[src/rtl/reg_transfer_seq_pkg.sv]
// Shared definitions for the register-file transfer sequencer: FSM encoding,
// default bus geometry and the queued move-request layout.
package reg_xfer_pkg;

    localparam int NREG_DEF = 8;
    localparam int DW_DEF   = 16;
    localparam int FD_DEF   = 4;
    localparam int AW_DEF   = $clog2(NREG_DEF);

    typedef enum logic [1:0] {
        ST_IDLE  = 2'd0,
        ST_DRIVE = 2'd1,
        ST_LOAD  = 2'd2
    } state_t;

    typedef struct packed {
        logic [AW_DEF-1:0] src;
        logic [AW_DEF-1:0] dst;
    } req_t;

endpackage

[src/rtl/reg_transfer_seq_if.sv]
// Request handshake plus register-bank bus between the control unit (master)
// and the transfer sequencer (slave).
interface reg_transfer_seq_if
    import reg_xfer_pkg::*;
#(
    parameter int NREG = NREG_DEF,
    parameter int DW   = DW_DEF
);
    localparam int AW = $clog2(NREG);

    logic            req_valid;
    logic            req_ready;
    logic [AW-1:0]   req_src;
    logic [AW-1:0]   req_dst;
    logic [NREG-1:0] t_en;
    logic [DW-1:0]   bus_in;
    logic [NREG-1:0] ld_en;
    logic [DW-1:0]   bus_out;
    logic            done;
    logic            busy;

    modport master (
        output req_valid, req_src, req_dst, bus_in,
        input  req_ready, t_en, ld_en, bus_out, done, busy
    );

    modport slave (
        input  req_valid, req_src, req_dst, bus_in,
        output req_ready, t_en, ld_en, bus_out, done, busy
    );
endinterface

[src/rtl/reg_transfer_seq_fifo.sv]
// First-word-fall-through request FIFO; full/empty derive from the registered
// count so a push is refused whenever the FIFO was full at the start of the cycle.
module xfer_fifo #(
    parameter int W = 6,
    parameter int D = 4
) (
    input  logic                   clk,
    input  logic                   rst_n,
    input  logic                   push,
    input  logic                   pop,
    input  logic [W-1:0]           wdata,
    output logic [W-1:0]           rdata,
    output logic                   full,
    output logic                   empty,
    output logic [$clog2(D):0]     count
);
    localparam int PW = $clog2(D);
    localparam int CW = PW + 1;

    logic [W-1:0]  mem_r [D];
    logic [PW-1:0] wr_ptr_r;
    logic [PW-1:0] rd_ptr_r;
    logic [CW-1:0] count_r;
    logic          push_ok_s;
    logic          pop_ok_s;

    assign full      = (count_r == CW'(D));
    assign empty     = (count_r == {CW{1'b0}});
    assign count     = count_r;
    assign rdata     = mem_r[rd_ptr_r];
    assign push_ok_s = push & ~full;
    assign pop_ok_s  = pop & ~empty;

    // Storage, pointers (wrap naturally since D is a power of 2) and occupancy.
    always_ff @(posedge clk or negedge rst_n) begin
        if (!rst_n) begin
            for (int i = 0; i < D; i++) begin
                mem_r[i] <= '0;
            end
            wr_ptr_r <= '0;
            rd_ptr_r <= '0;
            count_r  <= '0;
        end else begin
            if (push_ok_s) begin
                mem_r[wr_ptr_r] <= wdata;
                wr_ptr_r        <= wr_ptr_r + PW'(1);
            end
            if (pop_ok_s) begin
                rd_ptr_r <= rd_ptr_r + PW'(1);
            end
            case ({push_ok_s, pop_ok_s})
                2'b10:   count_r <= count_r + CW'(1);
                2'b01:   count_r <= count_r - CW'(1);
                default: count_r <= count_r;
            endcase
        end
    end
endmodule

[src/rtl/reg_transfer_seq.sv]
// Transfer sequencer: queues src->dst register moves and plays each one onto the
// shared bus as a DRIVE cycle (source enabled, bus captured) then a LOAD cycle.
module reg_transfer_seq
    import reg_xfer_pkg::*;
#(
    parameter int NREG = NREG_DEF,
    parameter int DW   = DW_DEF,
    parameter int FD   = FD_DEF
) (
    input  logic               clk,
    input  logic               rst_n,
    reg_transfer_seq_if.slave  bus
);
    localparam int AW = $clog2(NREG);

    state_t          state_r;
    logic [AW-1:0]   dst_r;
    logic [DW-1:0]   hold_r;
    logic [NREG-1:0] t_en_r;
    logic [NREG-1:0] ld_en_r;
    logic            done_r;

    logic [2*AW-1:0]   head_s;
    logic [AW-1:0]     head_src_s;
    logic [AW-1:0]     head_dst_s;
    logic              fifo_full_s;
    logic              fifo_empty_s;
    logic              pop_s;
    logic [$clog2(FD):0] fifo_count_s;

    // Out-of-range indices yield an all-zero vector; the move still spends its two cycles.
    function automatic logic [NREG-1:0] decode(input logic [AW-1:0] idx);
        logic [NREG-1:0] v;
        v = '0;
        if ({1'b0, idx} < (AW+1)'(NREG)) begin
            v[idx] = 1'b1;
        end else begin
            v = '0;
        end
        return v;
    endfunction

    xfer_fifo #(.W(2*AW), .D(FD)) u_fifo (
        .clk   (clk),
        .rst_n (rst_n),
        .push  (bus.req_valid),
        .pop   (pop_s),
        .wdata ({bus.req_src, bus.req_dst}),
        .rdata (head_s),
        .full  (fifo_full_s),
        .empty (fifo_empty_s),
        .count (fifo_count_s)
    );

    assign head_src_s    = head_s[2*AW-1:AW];
    assign head_dst_s    = head_s[AW-1:0];
    assign pop_s         = ~fifo_empty_s & ((state_r == ST_IDLE) | (state_r == ST_LOAD));
    assign bus.req_ready = ~fifo_full_s;
    assign bus.busy      = (state_r != ST_IDLE) | (fifo_count_s != '0);
    assign bus.t_en      = t_en_r;
    assign bus.ld_en     = ld_en_r;
    assign bus.bus_out   = hold_r;
    assign bus.done      = done_r;

    // Move sequencer with registered enables, hold register and done pulse.
    always_ff @(posedge clk or negedge rst_n) begin
        if (!rst_n) begin
            state_r <= ST_IDLE;
            dst_r   <= '0;
            hold_r  <= '0;
            t_en_r  <= '0;
            ld_en_r <= '0;
            done_r  <= 1'b0;
        end else begin
            case (state_r)
                ST_IDLE, ST_LOAD: begin
                    ld_en_r <= '0;
                    done_r  <= 1'b0;
                    if (!fifo_empty_s) begin
                        dst_r   <= head_dst_s;
                        t_en_r  <= decode(head_src_s);
                        state_r <= ST_DRIVE;
                    end else begin
                        t_en_r  <= '0;
                        state_r <= ST_IDLE;
                    end
                end
                ST_DRIVE: begin
                    t_en_r  <= '0;
                    ld_en_r <= decode(dst_r);
                    hold_r  <= bus.bus_in;
                    done_r  <= 1'b1;
                    state_r <= ST_LOAD;
                end
                default: begin
                    t_en_r  <= '0;
                    ld_en_r <= '0;
                    done_r  <= 1'b0;
                    state_r <= ST_IDLE;
                end
            endcase
        end
    end
endmodule
[src/flat_wrapper.sv]
// flat-port wrapper written by rule: the top's interface ports become plain ports
module reg_transfer_seq_flat import reg_xfer_pkg::*;
#(
    parameter int NREG = NREG_DEF,
    parameter int DW   = DW_DEF,
    parameter int FD   = FD_DEF
)
  (clk, rst_n, bus_req_valid, bus_req_src, bus_req_dst, bus_bus_in, bus_req_ready, bus_t_en, bus_ld_en, bus_bus_out, bus_done, bus_busy);
  reg_transfer_seq_if #(.NREG(NREG), .DW(DW)) bus_i ();
  input  logic clk;
  input  logic rst_n;
  input wire logic [$bits(bus_i.req_valid)-1:0] bus_req_valid;
  input wire logic [$bits(bus_i.req_src)-1:0] bus_req_src;
  input wire logic [$bits(bus_i.req_dst)-1:0] bus_req_dst;
  input wire logic [$bits(bus_i.bus_in)-1:0] bus_bus_in;
  output wire logic [$bits(bus_i.req_ready)-1:0] bus_req_ready;
  output wire logic [$bits(bus_i.t_en)-1:0] bus_t_en;
  output wire logic [$bits(bus_i.ld_en)-1:0] bus_ld_en;
  output wire logic [$bits(bus_i.bus_out)-1:0] bus_bus_out;
  output wire logic [$bits(bus_i.done)-1:0] bus_done;
  output wire logic [$bits(bus_i.busy)-1:0] bus_busy;
  assign bus_i.req_valid = bus_req_valid;
  assign bus_i.req_src = bus_req_src;
  assign bus_i.req_dst = bus_req_dst;
  assign bus_i.bus_in = bus_bus_in;
  assign bus_req_ready = bus_i.req_ready;
  assign bus_t_en = bus_i.t_en;
  assign bus_ld_en = bus_i.ld_en;
  assign bus_bus_out = bus_i.bus_out;
  assign bus_done = bus_i.done;
  assign bus_busy = bus_i.busy;
  reg_transfer_seq #(.NREG(NREG), .DW(DW), .FD(FD)) u_core (.clk(clk), .rst_n(rst_n), .bus(bus_i));
endmodule
[config.mk]
export PLATFORM = sky130hd
export DESIGN_NAME = reg_transfer_seq_flat
export DESIGN_NICKNAME = d
export VERILOG_FILES = /design/src/rtl/reg_transfer_seq_pkg.sv /design/src/rtl/reg_transfer_seq_if.sv /design/src/rtl/reg_transfer_seq_fifo.sv /design/src/rtl/reg_transfer_seq.sv /design/src/flat_wrapper.sv
export SDC_FILE = /design/constraint.sdc
export NUM_CORES = 1
export LEC_CHECK = 0
export BUFFER_PORTS_ARGS = -buffer_cell sky130_fd_sc_hd__clkbuf_2
export CAP_MARGIN = 25
export CORE_MARGIN = 4
export CORE_UTILIZATION = 30
export DETAILED_ROUTE_END_ITERATION = 12
export PLACE_DENSITY = 0.56
export SLEW_MARGIN = 5
export SYNTH_ARGS = -nofsm -noshare
export SYNTH_HDL_FRONTEND = slang
export SYNTH_HIERARCHICAL = 1
export SYNTH_SLANG_ARGS = --single-unit
[constraint.sdc]
create_clock -name clk -period 2.45 [get_ports clk]
set_input_delay 0.1225 -clock clk [delete_from_list [all_inputs] [get_ports clk]]
set_output_delay 0.1225 -clock clk [all_outputs]
set_load 0.02 [all_outputs]
==> impl_metrics.yaml, run 1 <==
status:
  status: "finished, final reports clean"
logic_synthesis:
  syn_inst: 186
  synth_fp_nets: 217
  synth_area_per_cell_um2: 15.1
  synth_area_leaders: "dfrtp_1, mux2_2, mux2_4"
  synth_edf_count: 0
  synth_top_area_share_pct: 60.6
  synth_compound_area_share_pct: 0.312
  synth-async-reset-ratio_pct: 100
  synth.area.mux_share_pct: 24.0
  yosys.area_share.adder_pct: 2.94
  seq_area_frac_synth_pct: 60.6
  synthTopCellsByCount: "dfrtp_1, mux2_2, nor2_1, mux2_4"
  synth_warnings: 6
  yosysUniqueCellTypes: 25
  synth-main-ff-cell: "dfrtp_1"
  synthSimpleGateAreaFrac_pct: 8.07
  ys_ff_latch: 68
  post_synth_xor_area_fraction_pct: 1.87
  yosysMostFrequentCell: "dfrtp_1"
  synth_top_family_by_area: "multiplexers"
  synth_largest_area_cell: "dfrtp_1"
  syn_area_um2: 2810
place:
  dp_hpwl_mm: 3.73
  routabilityCongestion: 0.719
  placed_cells: 354
  port_buffers: 59
setup_path:
  cp.arrival_ns: 2.45
  critPathLaunchType: "flop"
  cpMaxStageDelayCell: "dfrtp_1"
  slowest_delay_ns: 0.49
  cp_common_cell: "xor2_1"
  path_max_fanout: 6
  cp-end-kind: "flop"
  crit_type: "flop to flop"
  crit_required_ns: 2.70
  worstPathCellList: "nor3_1, nor2_2, o31a_1, ha_1, inv_1, fa_1, xor2_1, nor2_1, xor2_1"
floorplan:
  die_x_um: 105
  die_area_um2: 11000
  start_util_pct: 30.7
  pin_count: 60
  fp-row-count: 35
  core_um2: 9150
  die_h_um: 105
timing:
  report.final.setup_viol: 0
  period_share_pct: 89.5
  rsz0062_at_grt: "no"
  slew_headroom_pct: 55.4
  hold_viol_final: 0
  fin_crit_ns: 2.19
  tightest_slew_ns: 0.667
  fin_skew_ns: 0.00659
  tns_ns: 0
  max_freq_ghz: 0.456
  holdWs_ns: 0.0259
  maxSlewViolCount: 0
drt:
  viasPerCell: 4.41
  drc: 0
  first_pass_iters: 4
  drt-total-wl_mm: 5.27
  wl_per_cell_um: 14.1
  detail-route-antenna-nets: 0
  wl_met2_mm: 2.46
  highest_layer: "met4"
  num_vias: 1651
  met3WireLength_um: 336
  wl_met1_mm: 2.42
  first_iter_violations: 43
clock_tree:
  cts_buffer_depth: 2
  numCtsBuffers: 9
  clk_pin_slew_ns: 0.07
  root_buffer: "clkbuf_8"
  cts_sinks: 68
  cts_tree: "yes"
  postCtsSetupBuffers: 0
  insertion_delay_ns: 0.33
  htree_levels: 3
finish:
  multi_input_area_um2: 1050
  fin_nets: 290
  layout.cells.non_filler: 374
  diodes: 0
  fillCellCount: 870
  area_delta_synth_final_pct: 25.0
  seq_area_um2: 1700
  drive_above_1_share_pct: 49.0
job:
  cap_viol_max_count: 0
global_routing:
  grt_pass1_wl_mm: 9.02
  first_global_vias: 1784
  grt_start_max_net_pins: 42
  grt_usage_pct: 10.3
  globalRouteOverflowTotal: 0
  antenna_found_initial: 0
pwr:
  peakVddDrop_uv: 432
  leakage_nw: 1.65
  power.density_nw_per_um2: 1470
min_path:
  hold_class: "primary input to flop"
[state kept, by name, indices dropped and copies added (netlist names)]
signal                  count
u_core/bus.ld_en            8
u_core/u_fifo/mem_r        24
u_core/dst_r                3
u_core/bus.t_en             8
u_core/bus.bus_out         16
u_core/bus.done             1
u_core/state_r              1
u_core/u_fifo/rd_ptr_r      2
u_core/u_fifo/count         3
u_core/u_fifo/wr_ptr_r      2
[cell type report]
type	count	share of cell area (%)
clock inverter	4	2.07
clock buffer	11	4.32
timing repair buffer	65	10.4
multi-input combinational	108	29.9
sequential	68	48.5
inverter	7	0.892
tap	111	3.96
[what timing repair did]
| action | 4_1_cts | 5_1_grt |
|---|---|---|
| resized for setup | 0 | 1 |
| hold endpoints to repair | 31 | 0 |
| hold buffers | 5 | 0 |
| endpoints found under the setup margin | 0 | 1 |
[final timing paths]
check | startpoint | endpoint | slack (ns) | cells after the start
hold reg to reg | u_core/u_fifo/mem_r[4]$_DFFE_PN0P_ | u_core/u_fifo/mem_r[4]$_DFFE_PN0P_ | 0.51 | 1
hold / removal | bus_bus_in[9] | u_core/bus.bus_out[9]$_DFFE_PN0P_ | 0.03 | 2
setup / recovery | u_core/u_fifo/count[0]$_DFFE_PN0P_ | u_core/u_fifo/count[2]$_DFFE_PN0P_ | 0.26 | 9
min in group asynchronous | rst_n | u_core/bus.t_en[5]$_DFF_PN0_ | 0.34 | 2
setup reg to reg | u_core/u_fifo/count[0]$_DFFE_PN0P_ | u_core/u_fifo/count[2]$_DFFE_PN0P_ | 0.26 | 9
max in group asynchronous | rst_n | u_core/u_fifo/mem_r[2]$_DFFE_PN0P_ | 1.48 | 3
[metal layers]
layer,GRT usage [%],up-vias
met5,0,-
met4,2.81,0
met3,4.69,6
met2,15.9,38
met1,13.2,823
li1,-,784
[worst max-delay path: cells and delay by family (launching register included)]
kind / cells / cell delay, ns
adder cells (fa/ha/maj): 2 / 0.58
buffers and inverters: 1 / 0.06
XOR/XNOR: 2 / 0.30
flip-flops: 1 / 0.49
AND/OR/NAND/NOR: 3 / 0.43
AO/OA/AOI/OAI: 1 / 0.25
[metrics by stage]
step | util (%) | setup slack [ns] | total power [mW] | instance area (µm²)
6_report | 38.3 | 0.256 | 5.15 | 3510
5_1_grt | 38.3 | 0.0735 | 5.52 | 3510
4_1_cts | 38.3 | 0.154 | 5.23 | 3510
3_5_place_dp | 35.3 | 0.179 | 4.17 | 3230
3_3_place_gp | 35.3 | 0.267 | 4.12 | 3230
2_1_floorplan | - | 0.410 | 3.61 | 2810
[report_power, final]
group | total (mW) | switching (mW) | internal (mW)
sequential | 2.03 | 0.377 | 1.65
combinational | 2.10 | 1.03 | 1.07
clock | 1.02 | 0.399 | 0.621
[layout by cell type, fill, tap and decap left out, types with 3 or more instances in the layout]
master	netlist	final
nand2_1	8	8
dfrtp_1	68	68
mux2_2	35	35
dlygate4sd3_1	0	5
inv_1	6	6
xnor2_1	3	3
xor2_1	3	3
nor3_1	8	8
nor2_1	17	16
ha_1	5	5
mux2_4	9	9
mux4_2	6	6
clkbuf_8	0	11
nand2b_1	5	5
clkbuf_2	0	58
[cell families (layout without fill, tap and decap cells)]
| logic type | Yosys count | count (layout) |
|---|---|---|
| fa+ha+maj | 6 | 6 |
| buf+inv | 10 | 87 |
| mux | 51 | 51 |
| flops | 68 | 68 |
| simple gates | 44 | 44 |
| xor+xnor | 6 | 6 |
| compound gates | 1 | 1 |
No activity file was read; power rests on OpenSTA's default activity.
==> run 2: changes to the inputs <==
--- a/config.mk
+++ b/config.mk
@@ -14,5 +14,4 @@
 export SLEW_MARGIN = 5
 export SYNTH_ARGS = -nofsm -noshare
 export SYNTH_HDL_FRONTEND = slang
-export SYNTH_HIERARCHICAL = 1
 export SYNTH_SLANG_ARGS = --single-unit
==> impl_metrics.yaml, run 2 <==
clock_tree:
  htree_levels: 3
  root_buffer: "clkbuf_8"
  postCtsSetupBuffers: 0
  cts_buffer_depth: 2
  clk_pin_slew_ns: 0.07
  cts_tree: "yes"
  cts_sinks: 68
  numCtsBuffers: 9
  insertion_delay_ns: 0.33
setup_path:
  worstPathCellList: "or3b_2, nand2_2, ha_1, inv_1, fa_1, xor2_1, nor2_1, xor2_1"
  crit_required_ns: 2.71
  crit_type: "flop to flop"
  cp.arrival_ns: 2.42
  critPathLaunchType: "flop"
  cpMaxStageDelayCell: "or3b_2"
  rrSetupSlack_ns: 0.29
  slowest_delay_ns: 0.51
  cp-end-kind: "flop"
  path_max_fanout: 5
  cp_common_cell: "xor2_1"
logic_synthesis:
  yosysMostFrequentCell: "dfrtp_1"
  synth_area_per_cell_um2: 12.9
  synth_area_leaders: "dfrtp_1, mux2_2, nand2_1"
  yosysUniqueCellTypes: 26
  synthTopCellsByCount: "dfrtp_1, nand2_1, mux2_2, nor2_1, inv_1"
  synth_warnings: 0
  synth_top_area_share_pct: 60.7
  synth_edf_count: 0
  ys_ff_latch: 68
  synth-async-reset-ratio_pct: 100
  synth-main-ff-cell: "dfrtp_1"
  synth_fp_nets: 248
  seq_area_frac_synth_pct: 60.7
  syn_area_um2: 2800
  syn_inst: 217
  synth_largest_area_cell: "dfrtp_1"
floorplan:
  fp-row-count: 35
  die_h_um: 105
  die_x_um: 105
  start_util_pct: 30.6
  die_area_um2: 11000
  pin_count: 60
  core_um2: 9150
drt:
  detail-route-antenna-nets: 0
  drt-total-wl_mm: 5.25
  viasPerCell: 4.44
  first_pass_iters: 4
  first_iter_violations: 65
  wl_per_cell_um: 12.6
  drc: 0
  num_vias: 1846
timing:
  maxSlewViolCount: 0
  max_freq_ghz: 0.463
  tns_ns: 0
  holdWs_ns: 0.0737
  report.final.setup_viol: 0
  rsz0062_at_grt: "no"
  fin_crit_ns: 2.16
  hold_viol_final: 0
  tightest_slew_ns: 0.783
  slew_headroom_pct: 47.8
  fin_skew_ns: 0.00752
  period_share_pct: 88.1
min_path:
  hold_class: "primary input to flop"
global_routing:
  first_global_vias: 1894
  antenna_found_initial: 0
  grt_start_max_net_pins: 36
  globalRouteOverflowTotal: 0
  grt_usage_pct: 10.4
  grt_pass1_wl_mm: 8.94
pwr:
  leakage_nw: 1.76
  peakVddDrop_uv: 360
  power.density_nw_per_um2: 1330
  total_power_mw: 4.77
finish:
  largest_reg_flops: 24
  mostFrequentLayoutCells: "dfrtp_1, clkbuf_2, nand2_1, mux2_2, dlygate4sd3_1"
  drive_above_1_share_pct: 36.4
  regMostFlops: "u_core.u_fifo.mem_r"
  area_delta_synth_final_pct: 27.7
  final_core_util_pct: 39.1
  diodes: 0
  final_common_cell: "dfrtp_1"
  fin_nets: 332
status:
  status: "finished, final reports clean"
job:
  cap_viol_max_count: 0
place:
  routabilityCongestion: 0.731
  port_buffers: 59
  dp_hpwl_mm: 3.75
## run 2: cell count changes in the layout (fill, tap and decap cells not counted), moves of 3 or more
| cell | previous run | this run |
|---|---|---|
| mux4_1 | 0 | 5 |
| mux2_4 | 9 | 0 |
| dlygate4sd3_1 | 5 | 17 |
| nor3_1 | 8 | 5 |
| mux4_2 | 6 | 1 |
| nand2_1 | 8 | 52 |
| nand3_4 | 0 | 4 |
| mux2_2 | 35 | 28 |
## run 2: power breakdown
| part | switching [mW] | internal [mW] |
|---|---|---|
| sequential | 0.321 | 1.64 |
| combinational | 1.09 | 0.925 |
| clock | 0.383 | 0.415 |
## run 2: worst max-delay path, delay by kind of cell (launching register included)
kind / cells / cell delay, ns
xor gates and xnor gates: 2 / 0.31
adders and majority gates: 2 / 0.55
and+or+nand+nor: 3 / 0.75
DFF: 1 / 0.42
buffers and inverters: 1 / 0.06
## run 2: path summary, 6_finish.rpt
kind                                                    start  cells after the start                             endpoint
max reg2reg                u_core.u_fifo.count[0]$_DFFE_PN0P_                      8   u_core.u_fifo.count[2]$_DFFE_PN0P_
min                                            bus_req_dst[1]                      2   u_core.u_fifo.mem_r[7]$_DFFE_PN0P_
max                        u_core.u_fifo.count[0]$_DFFE_PN0P_                      8   u_core.u_fifo.count[2]$_DFFE_PN0P_
max in group asynchronous                               rst_n                      3        u_core.bus.ld_en[7]$_DFF_PN0_
min in group asynchronous                               rst_n                      2  u_core.u_fifo.mem_r[16]$_DFFE_PN0P_
min reg2reg                 u_core.bus.bus_out[0]$_DFFE_PN0P_                      2    u_core.bus.bus_out[0]$_DFFE_PN0P_
## run 2: cell families (layout without fill, tap and decap cells)
family | Yosys count | in the layout | synth area share (%)
AO/OA/AOI/OAI | 1 | 1 | 0.178
XOR/XNOR | 6 | 6 | 1.87
adder cells (fa/ha/maj) | 6 | 6 | 2.95
buffers and inverters | 13 | 101 | 2.05
flip-flops | 68 | 68 | 60.7
multiplexers | 34 | 34 | 16.7
AND/OR/NAND/NOR | 89 | 89 | 15.5
## run 2: final cells by class
type	instances	area, µm²
fill	885	5570
tap	111	139
inverter	7	26.3
clock inverter	2	10.0
timing repair buffer	79	500
multi-input combinational	136	1040
clock buffer	13	159
sequential	68	1700
## run 2: layer usage
metal	part of all wire [%]	up-vias	global-route usage (%)
li1	-	893	-
met1	46	902	12.6
met2	47	40	16.7
met3	4.4	11	2.41
met4	2.7	0	6.47
met5	0	-	0
## run 2: through the flow
step | setup WS (ns) | instances | cell area, µm²
floorplan | 0.196 | 217 | 2800
finish | 0.291 | 416 | 3580
global placement | 0.349 | 384 | 3240
CTS | 0.270 | 416 | 3580
global route | 0.138 | 416 | 3580
detailed placement | 0.301 | 384 | 3240
## run 2: timing repair
action                     in CTS  in global routing
hold buffers                   17                  0
gates resized for setup         0                  0
setup endpoints to repair       0                  0
hold endpoints to repair       49                  0
==> run 3: changes to the inputs <==
==> constraint.sdc (replaced) <==
create_clock -name clk -period 2.6 [get_ports clk]
set_input_delay 0.13 -clock clk [delete_from_list [all_inputs] [get_ports clk]]
set_output_delay 0.13 -clock clk [all_outputs]
set_load 0.02 [all_outputs]
==> impl_metrics.yaml, run 3 (synthesized netlist as in run 2, its figures left out) <==
status:
  status: "finished, final reports clean"
finish:
  layout.cells.non_filler: 417
  area_delta_synth_final_pct: 28.8
  final_core_util_pct: 39.5
  drive_above_1_share_pct: 36.6
  regMostFlops: "u_core.u_fifo.mem_r"
  final_common_cell: "dfrtp_1"
  fin_nets: 332
  diodes: 0
  mostFrequentLayoutCells: "dfrtp_1, clkbuf_2, nand2_1, mux2_2, dlygate4sd3_1"
  largest_reg_flops: 24
  fillCellCount: 890
setup_path:
  cp_common_cell: "xor2_1"
  cp-end-kind: "flop"
  critPathLaunchType: "flop"
  crit_type: "flop to flop"
  cpMaxStageDelayCell: "or3b_2"
  slowest_delay_ns: 0.52
  path_max_fanout: 5
  worstPathCellList: "or3b_2, nand2_2, ha_1, inv_1, fa_1, xor2_1, nor2_1, xor2_1"
  crit_required_ns: 2.85
  cp.arrival_ns: 2.40
floorplan:
  core_um2: 9150
  start_util_pct: 30.6
  fp-row-count: 35
  pin_count: 60
  die_h_um: 105
  die_area_um2: 11000
  die_x_um: 105
timing:
  maxSlewViolCount: 0
  fin_skew_ns: 0.00782
  fin_crit_ns: 2.15
  period_share_pct: 82.5
  tns_ns: 0
  tightest_slew_ns: 0.786
  max_freq_ghz: 0.466
  report.final.setup_viol: 0
  rsz0062_at_grt: "no"
  hold_viol_final: 0
  finalWorstSetupSlack_ns: 0.455
  slew_headroom_pct: 47.6
drt:
  first_pass_iters: 4
  first_iter_violations: 48
  detail-route-antenna-nets: 0
  num_vias: 1855
  drt-total-wl_mm: 5.31
  viasPerCell: 4.45
  drc: 0
  wl_per_cell_um: 12.7
pwr:
  leakage_nw: 1.78
  power.density_nw_per_um2: 1270
  peakVddDrop_uv: 336
clock_tree:
  root_buffer: "clkbuf_8"
  insertion_delay_ns: 0.33
  htree_levels: 3
  postCtsHoldBufs: 17
  numCtsBuffers: 9
  post_cts_resized: 0
  postCtsSetupBuffers: 0
  cts_tree: "yes"
  cts_sinks: 68
  clk_pin_slew_ns: 0.07
  cts_buffer_depth: 2
global_routing:
  grt_usage_pct: 10.5
  globalRouteOverflowTotal: 0
  grt_pass1_wl_mm: 9.11
  grt_start_max_net_pins: 36
  antenna_found_initial: 0
  first_global_vias: 1873
place:
  placed_cells: 384
  routabilityCongestion: 0.732
  dp_hpwl_mm: 3.72
  port_buffers: 59
  place_ws_ns: 0.478
min_path:
  hold_class: "primary input to flop"
job:
  cap_viol_max_count: 0
## run 3: cell types whose count changed in the layout (fill, tap and decap cells not counted), sizes merged
| cell | before | now |
|---|---|---|
| clkinv | 3 | 1 |
| clkbuf | 71 | 74 |
## run 3: area by class of cell
type / count / area (µm²) / area share (%)
clock buffer: 16 / 200 / 5.54
multi-input combinational: 136 / 1040 / 28.9
tap: 111 / 139 / 3.84
inverter: 7 / 26.3 / 0.727
sequential: 68 / 1700 / 47.1
timing repair buffer: 79 / 500 / 13.9
## run 3: final timing paths
kind                            slack, ns  cells past startpoint                                   to                          startpoint
worst max-delay path                 0.45                      8   u_core.u_fifo.count[2]$_DFFE_PN0P_  u_core.u_fifo.count[0]$_DFFE_PN0P_
worst min-delay path                 0.09                      2   u_core.u_fifo.mem_r[5]$_DFFE_PN0P_                      bus_req_src[2]
worst max register to register       0.45                      8   u_core.u_fifo.count[2]$_DFFE_PN0P_  u_core.u_fifo.count[0]$_DFFE_PN0P_
worst min register to register       0.48                      2   u_core.bus.bus_out[12]$_DFFE_PN0P_  u_core.bus.bus_out[12]$_DFFE_PN0P_
max in group asynchronous            1.52                      3        u_core.bus.ld_en[3]$_DFF_PN0_                               rst_n
min in group asynchronous            0.43                      2  u_core.u_fifo.mem_r[11]$_DFFE_PN0P_                               rst_n
## run 3: metrics by stage
step           hold slack, ns  cell area [µm²]  power (mW)
4_1_cts                0.0748             3610        4.66
5_1_grt                0.0952             3610        4.95
3_5_place_dp            0.277             3240        3.79
3_3_place_gp            0.259             3240        3.75
2_1_floorplan          -0.166             2800        3.24
6_report               0.0864             3610        4.59
## run 3: layer usage
metal	GRT usage (%)	wire, µm	part of all wire, %	vias up
li1	-	-	-	893
met1	13.4	2480	47	916
met2	16.5	2500	47	37
met3	2.47	216	4.1	9
met4	5.72	122	2.3	0
met5	0	0	0	-
## run 3: critical path: cells and delay by family, from the launching register on
kind | cells | cell delay [ns]
DFF | 1 | 0.42
adders and majority gates | 2 | 0.56
xor gates and xnor gates | 2 | 0.30
and+or+nand+nor | 3 | 0.75
buffers and inverters | 1 | 0.06
## run 3: report_power, final
group	internal [mW]	switching (mW)	total, mW
sequential	1.55	0.306	1.86
clock	0.479	0.360	0.839
combinational	0.872	1.02	1.89
